$ cat config.mk
export PLATFORM = sky130hd
export DESIGN_NAME = ttc_generator
export DESIGN_NICKNAME = d
export VERILOG_FILES = /design/src/rtl/ttc_pkg.sv /design/src/rtl/ttc_l1a_gen.sv /design/src/rtl/ttc_generator.sv
export SDC_FILE = /design/constraint.sdc
export NUM_CORES = 1
export LEC_CHECK = 0
export BUFFER_PORTS_ARGS = -buffer_cell sky130_fd_sc_hd__buf_2
export CELL_PAD_IN_SITES_DETAIL_PLACEMENT = 0
export CELL_PAD_IN_SITES_GLOBAL_PLACEMENT = 1
export CORE_MARGIN = 8
export CORE_UTILIZATION = 43
export DETAILED_ROUTE_END_ITERATION = 7
export PLACE_DENSITY_LB_ADDON = 0.3
export SYNTH_ARGS = -nofsm -noshare
export SYNTH_HDL_FRONTEND = slang
export SYNTH_SLANG_ARGS = --single-unit
$ cat constraint.sdc
create_clock -name clock -period 7.3 [get_ports clock]
set_input_delay 0.365 -clock clock [delete_from_list [all_inputs] [get_ports clock]]
set_output_delay 0.365 -clock clock [all_outputs]
set_load 0.02 [all_outputs]
$ cat src/rtl/ttc_pkg.sv
// rtl/ttc_pkg.sv - shared constants, resync FSM state type and saturating increment for the TTC generator
//
// Purpose : common definitions imported by ttc_generator and ttc_l1a_gen.
// Contents: MXBXN (BXN width), LHC_CYCLE (BXN wrap), MXCNT (L1A counter width),
//           resync_state_t (IDLE/ARMED/SEND/HOLD), sat_inc (saturating +1).

package ttc_pkg;

  localparam int MXBXN     = 12;
  localparam int LHC_CYCLE = 3564;
  localparam int MXCNT     = 32;

  typedef enum logic [1:0] {
    ST_IDLE,
    ST_ARMED,
    ST_SEND,
    ST_HOLD
  } resync_state_t;

  function automatic logic [MXCNT-1:0] sat_inc(input logic [MXCNT-1:0] v);
    return (v == '1) ? v : v + MXCNT'(1);
  endfunction

endpackage

$ cat src/rtl/ttc_l1a_gen.sv
// rtl/ttc_l1a_gen.sv - L1A arbitration: periodic source, pending flag, gap timer, issue/drop counters
//
// Purpose : turns L1A requests into ttc_l1a strobes that never land on a bx0 or
//           resync cycle, respect the minimum L1A spacing and the post-resync holdoff.
// Config  : TTC_GEN_L1A_PERIODIC_EN adds the periodic L1A source driven by l1a_period.
// Ports   : clock, reset        - clock, synchronous active-high reset
//           enable              - generator running
//           l1a_req             - external L1A request
//           l1a_period          - periodic interval (0 = off), used only with the macro
//           bx0_next            - the cycle being launched carries ttc_bx0
//           resync_next         - the cycle being launched carries ttc_resync
//           hold, hold_next     - resync FSM is in HOLD now / in the cycle being launched
//           ttc_l1a             - registered L1A strobe
//           l1a_count           - saturating count of issued L1As
//           l1a_drop_count      - saturating count of dropped requests

module ttc_l1a_gen
  import ttc_pkg::*;
#(
  parameter int MIN_L1A_GAP = 3
) (
  input  logic             clock,
  input  logic             reset,
  input  logic             enable,
  input  logic             l1a_req,
  input  logic [15:0]      l1a_period,
  input  logic             bx0_next,
  input  logic             resync_next,
  input  logic             hold,
  input  logic             hold_next,
  output logic             ttc_l1a,
  output logic [MXCNT-1:0] l1a_count,
  output logic [MXCNT-1:0] l1a_drop_count
);

  localparam int GAP_W = (MIN_L1A_GAP > 2) ? $clog2(MIN_L1A_GAP) : 1;
  localparam logic [GAP_W-1:0] GAP_LOAD = GAP_W'(MIN_L1A_GAP - 1);

  logic [GAP_W-1:0] gap_cnt;
  logic             pending;
  logic             tick;
  logic             req;
  logic             gap_ok;
  logic             slot_free;
  logic             drop;
  logic             issue;
  logic             park;

`ifdef TTC_GEN_L1A_PERIODIC_EN
  logic [15:0] per_cnt;
  logic        per_on;

  assign per_on = enable && (l1a_period != 16'd0);
  assign tick   = per_on && (per_cnt == l1a_period - 16'd1);

  // Restarting on resync keeps the periodic phase aligned to the resync point.
  always_ff @(posedge clock) begin
    if (reset || !per_on || resync_next || tick) begin
      per_cnt <= 16'd0;
    end else begin
      per_cnt <= per_cnt + 16'd1;
    end
  end
`else
  logic unused_period;
  assign unused_period = ^l1a_period;
  assign tick          = 1'b0;
`endif

  // A coincident external request and periodic tick are one request.
  assign req    = l1a_req | tick;
  // Gap timer is loaded when an L1A launches; zero means spacing satisfied.
  assign gap_ok = (gap_cnt == '0);
  // A launch slot must not carry bx0/resync nor fall inside the holdoff.
  assign slot_free = enable && !bx0_next && !resync_next && !hold_next && gap_ok;
  assign drop  = req && (!enable || pending || hold || !gap_ok);
  assign issue = slot_free && (pending || (req && !drop));
  assign park  = req && !drop && !slot_free;

  always_ff @(posedge clock) begin
    if (reset) begin
      ttc_l1a        <= 1'b0;
      pending        <= 1'b0;
      gap_cnt        <= '0;
      l1a_count      <= '0;
      l1a_drop_count <= '0;
    end else begin
      ttc_l1a <= issue;

      if (!enable || issue) begin
        pending <= 1'b0;
      end else if (park) begin
        pending <= 1'b1;
      end

      if (issue) begin
        gap_cnt <= GAP_LOAD;
      end else if (!gap_ok) begin
        gap_cnt <= gap_cnt - GAP_W'(1);
      end

      // Counters clear on the edge that launches ttc_resync, so they read 0 in that cycle.
      if (resync_next) begin
        l1a_count      <= '0;
        l1a_drop_count <= '0;
      end else begin
        if (issue) l1a_count      <= sat_inc(l1a_count);
        if (drop)  l1a_drop_count <= sat_inc(l1a_drop_count);
      end
    end
  end

endmodule

$ cat src/rtl/ttc_generator.sv
// rtl/ttc_generator.sv - TTC generator top: BXN counter, BC0 strobe, resync FSM, L1A generator instance
//
// Purpose : local BX counter with BC0, a resync sequencer (IDLE/ARMED/SEND/HOLD)
//           and L1A generation through ttc_l1a_gen.
// Config  : TTC_GEN_L1A_PERIODIC_EN enables the periodic L1A source (l1a_period).
// Ports   : clock, reset        - BX clock, synchronous active-high reset
//           enable              - run; 0 holds bxn_counter at 0 and emits nothing
//           resync_req          - request one resync
//           l1a_req             - request one L1A
//           l1a_period          - periodic L1A interval in cycles, 0 = off
//           bxn_counter         - local BXN
//           ttc_bx0, ttc_resync, ttc_l1a - registered, mutually exclusive strobes
//           resync_busy         - resync FSM not IDLE
//           l1a_count, l1a_drop_count    - saturating L1A issue/drop counters

module ttc_generator
  import ttc_pkg::*;
#(
  parameter int RESYNC_BX   = 100,
  parameter int HOLDOFF     = 16,
  parameter int MIN_L1A_GAP = 3
) (
  input  logic             clock,
  input  logic             reset,
  input  logic             enable,
  input  logic             resync_req,
  input  logic             l1a_req,
  input  logic [15:0]      l1a_period,
  output logic [MXBXN-1:0] bxn_counter,
  output logic             ttc_bx0,
  output logic             ttc_resync,
  output logic             ttc_l1a,
  output logic             resync_busy,
  output logic [MXCNT-1:0] l1a_count,
  output logic [MXCNT-1:0] l1a_drop_count
);

  localparam int HC_W = (HOLDOFF > 1) ? $clog2(HOLDOFF) : 1;
  localparam logic [MXBXN-1:0] BXN_LAST   = MXBXN'(LHC_CYCLE - 1);
  localparam logic [MXBXN-1:0] BXN_RESYNC = MXBXN'(RESYNC_BX);
  localparam logic [HC_W-1:0]  HOLD_LAST  = HC_W'(HOLDOFF - 1);

  resync_state_t    state;
  resync_state_t    state_next;
  logic [HC_W-1:0]  hold_cnt;
  logic [HC_W-1:0]  hold_cnt_next;
  logic             running;
  logic [MXBXN-1:0] bxn_next;
  logic             bx0_next;
  logic             resync_next;

  // The first enabled cycle shows BXN 0 with bx0; counting starts from there.
  always_comb begin
    bxn_next = '0;
    if (enable && running) begin
      bxn_next = (bxn_counter == BXN_LAST) ? '0 : bxn_counter + MXBXN'(1);
    end
  end

  assign bx0_next = enable && (bxn_next == '0);

  // Transitions look at bxn_next so that ttc_resync is visible in the cycle
  // where bxn_counter equals RESYNC_BX.
  always_comb begin
    state_next    = state;
    hold_cnt_next = '0;
    case (state)
      ST_IDLE:  if (resync_req) state_next = ST_ARMED;
      ST_ARMED: if (bxn_next == BXN_RESYNC && !bx0_next) state_next = ST_SEND;
      ST_SEND:  state_next = ST_HOLD;
      ST_HOLD: begin
        if (hold_cnt == HOLD_LAST) state_next = ST_IDLE;
        else hold_cnt_next = hold_cnt + HC_W'(1);
      end
      default:  state_next = ST_IDLE;
    endcase
    if (!enable) begin
      state_next    = ST_IDLE;
      hold_cnt_next = '0;
    end
  end

  assign resync_next = (state_next == ST_SEND);
  assign resync_busy = (state != ST_IDLE);

  always_ff @(posedge clock) begin
    if (reset) begin
      running     <= 1'b0;
      bxn_counter <= '0;
      state       <= ST_IDLE;
      hold_cnt    <= '0;
      ttc_bx0     <= 1'b0;
      ttc_resync  <= 1'b0;
    end else begin
      running     <= enable;
      bxn_counter <= bxn_next;
      state       <= state_next;
      hold_cnt    <= hold_cnt_next;
      ttc_bx0     <= bx0_next;
      ttc_resync  <= resync_next;
    end
  end

  ttc_l1a_gen #(
    .MIN_L1A_GAP (MIN_L1A_GAP)
  ) u_l1a_gen (
    .clock          (clock),
    .reset          (reset),
    .enable         (enable),
    .l1a_req        (l1a_req),
    .l1a_period     (l1a_period),
    .bx0_next       (bx0_next),
    .resync_next    (resync_next),
    .hold           (state == ST_HOLD),
    .hold_next      (state_next == ST_HOLD),
    .ttc_l1a        (ttc_l1a),
    .l1a_count      (l1a_count),
    .l1a_drop_count (l1a_drop_count)
  );

endmodule

==> summary.md <==
Summing all multi-input logic gate instances after layout gives 0.00251 sq mm. The number of max-slew violations in the final report is 0. In this run the critical register-to-register path is launched from bxn_counter[0]. The logs give 7.52 ns for the worst path required time and 9 for the number of buffers inserted during clock tree synthesis. Counting flops with an async set or reset pin after synthesis yields a share of 0%.

The analysis attributes to cell leakage a power of 1.95 nW. The routed layout has 4068 vias. The number of enable-type register cells in the synthesized netlist is 0. The final setup violation count is 0, and the number of cells upsized or downsized after cts is 0. The worst setup path is launched from a flop. Global routing used 16.1% of the available tracks.

The cell at the root of the clock tree is clkbuf_8. The logs give 3.35 ns for the data arrival time of the critical path and 101 for the number of top-level design ports. Clock skew on the completed layout was measured at 0.0130 ns. Across the whole layout, storage elements account for 0.00178 sq mm.

The mean area per synthesized cell came out at 8.60 sq um. The core region is 0.0102 sq mm. The run gives 0 as the post-route antenna net violation count. Across the run, the number of max-cap violations was 0.

The clock transition at the registers of the reported paths is 0.09 ns. The tools report the post-synthesis instance area as 0.00446 sq mm. The tools report the count of nets after finishing as 618. The tools report the placer congestion estimate as 0.801. Leaving out fill and tap cells, the most frequent cells in the layout are dfxtp_1, buf_2, nor2_1. Setup repair after global routing left no endpoint under its margin. Number of design rule violations left after detail routing: 0.

The hold path startpoint was reset. Along the worst path, the maximum fanout reaches 45. The most used flip-flop cell after synthesis is dfxtp_1. The die covers 0.0139 sq mm.

For the placed instance count, the log shows 718. The initial core utilization is 43.8%. Final routed wirelength across all metal layers: 11300 microns.

The library cell used most frequently in the layout, excluding fill and tap cells, is dfxtp_1. The logs give 320 MHz for the maximum clock frequency and 3 for the H-tree depth. The initial antenna violation count came out at 0. The area growth from synthesis to final layout came out at 15.5%. At the pin with the least slew margin, the transition time is 1.06 ns. The number of synthesis warnings was 0. Summing the sequential cell areas from Yosys gives 39.9% of the chip area.

The die is 118 microns tall. The clock passes through at most 2 buffers. The tools report the synthesized instance count as 519.

The HPWL after detailed placement is 8030 microns. Buffers added to address setup during post-CTS repair amount to 0. The run finished with clean final reports.

Power spread over the standard cell area amounts to 175 mW/mm^2. Worst-skew pair later-pin latency: 0.35 ns. TritonCTS built the clock tree. In the finished design, the share of the clock period the worst path needs comes to 42.8%.

For the synthesized netlist net count, the log shows 544. The port buffer count was 84. The post-layout minimum cycle time came out at 3.12 ns. The total overflow left after global routing is 0. The routed wire length per instance is 15.3 microns, and the count of final hold-check violations is 0. The vias per cell came out at 5.54.

STA classifies the critical path endpoint as a flop. The number of hold buffers added after CTS was 0. The row count was 37; the post-synthesis cell type count was 58. The path class of the tightest hold or removal check is in -> reg.

The number of storage elements in the synthesis netlist was 89. The number of global-route vias before repair was 3826; the accumulated negative setup slack was 0 ns. The proportion of layout cells with a drive suffix above 1 was 20.2%. The final non-filler cell total is 734, and the die span in x is 118 microns. Setup slack on the critical path of the routed design comes to 4.18 ns. The run gives 1044 as the total of fill cells in the finished design. The worst slew margin relative to its limit was 28.8%.

Type of the setup path with the least slack: reg -> reg. The first global-routing pass estimated 18900 microns of wire. In this run the worst setup path begins at bxn_counter[0]. The logs give 0 for the number of inserted diodes and 5 for the detailed-routing iteration count for the pre-antenna-repair pass.

The sink count of the clock tree is 89, and the worst setup slack before clock tree synthesis is 4.23 ns. VDD sags by at most 0.107 mV. The first routing iteration left 223 violations. The pin count of the biggest net entering global routing came out at 46.
## cell type report
class,instances,share of cell area (%)
Multi-Input combinational cell,399,48.7
Sequential cell,89,34.6
Timing Repair Buffer,85,8.30
Tap cell,136,3.30
Clock buffer,10,2.67
Clock inverter,6,1.75
Inverter,9,0.655
## stage by stage
stage | util, % | area [sq um] | total power [mW] | hold slack (ns)
after CTS | 50.6 | 5150 | 0.917 | 0.226
after global routing | 50.6 | 5150 | 0.934 | 0.249
after global placement | 48.4 | 4930 | 0.528 | 0.429
after floorplan | - | 4460 | 0.521 | 0.409
final | 50.6 | 5150 | 0.900 | 0.243
after detailed placement | 48.4 | 4930 | 0.529 | 0.431
## state kept, by name (all words and copies together) (netlist names)
register and cells:
running 1, u_l1a_gen.pending 1, state 2, ttc_bx0 1, u_l1a_gen.l1a_drop_count 32, ttc_resync 1
bxn_counter 12, u_l1a_gen.ttc_l1a 1, u_l1a_gen.gap_cnt 2, u_l1a_gen.l1a_count 32, hold_cnt 4
## where the power goes
group	internal (mW)	leakage, nW	total (mW)	switching, mW
logic	0.00708	1.12	0.0276	0.0205
registers	0.487	0.718	0.489	0.00219
clock network	0.204	0.113	0.383	0.180
## layer usage
metal / vias to the layer above / wire (microns) / GRT usage (%)
li1: 2052 / - / -
met2: 91 / 5210 / 25.2
met3: 8 / 632 / 3.88
met5: - / 0 / 0
met1: 1917 / 5300 / 20.9
met4: 0 / 128 / 5.84
## logic make-up after synthesis
group | share of synthesized area, %
DFF | 39.9
and+or+nand+nor | 33.6
adders and majority gates | 1.12
AOI/OAI and AO/OA | 13.1
buffers and inverters | 3.81
muxes | 0.224
xor gates and xnor gates | 8.24
## Yosys cell counts, types with 9 or more instances
library cell	n	area share (%)
nand3_1	32	3.6
xor2_1	26	5.1
o21ai_1	15	1.7
or3_1	21	2.9
and4_1	12	2.4
o31ai_1	9	1.5
nor3_1	14	1.6
or4_1	9	1.5
nand4_1	19	2.7
buf_2	13	1.5
nand2_1	40	3.4
xnor2_1	16	3.1
dfxtp_1	89	40
inv_1	9	0.76
and3_1	14	2.0
a21oi_1	34	3.8
nor2_1	59	5.0
## critical path: stages, from the launching register on
cell	delay [ns]
dfxtp_1	0.47
ha_1	0.33
xnor2_1	0.17
or3b_1	0.42
nor4b_1	0.37
nand2_1	0.22
nand2_2	0.38
buf_4	0.50
nor2_1	0.11
## path summary, 6_finish.rpt
kind / to / slack [ns] / depth (start not counted)
max: u_l1a_gen.l1a_drop_count[15] / 4.18 / 8
min: u_l1a_gen.gap_cnt[1] / 0.24 / 2
min reg2reg: u_l1a_gen.gap_cnt[0] / 0.44 / 1
max reg2reg: u_l1a_gen.l1a_drop_count[15] / 4.18 / 8
Note: power is estimated with default switching activity, not from simulation.
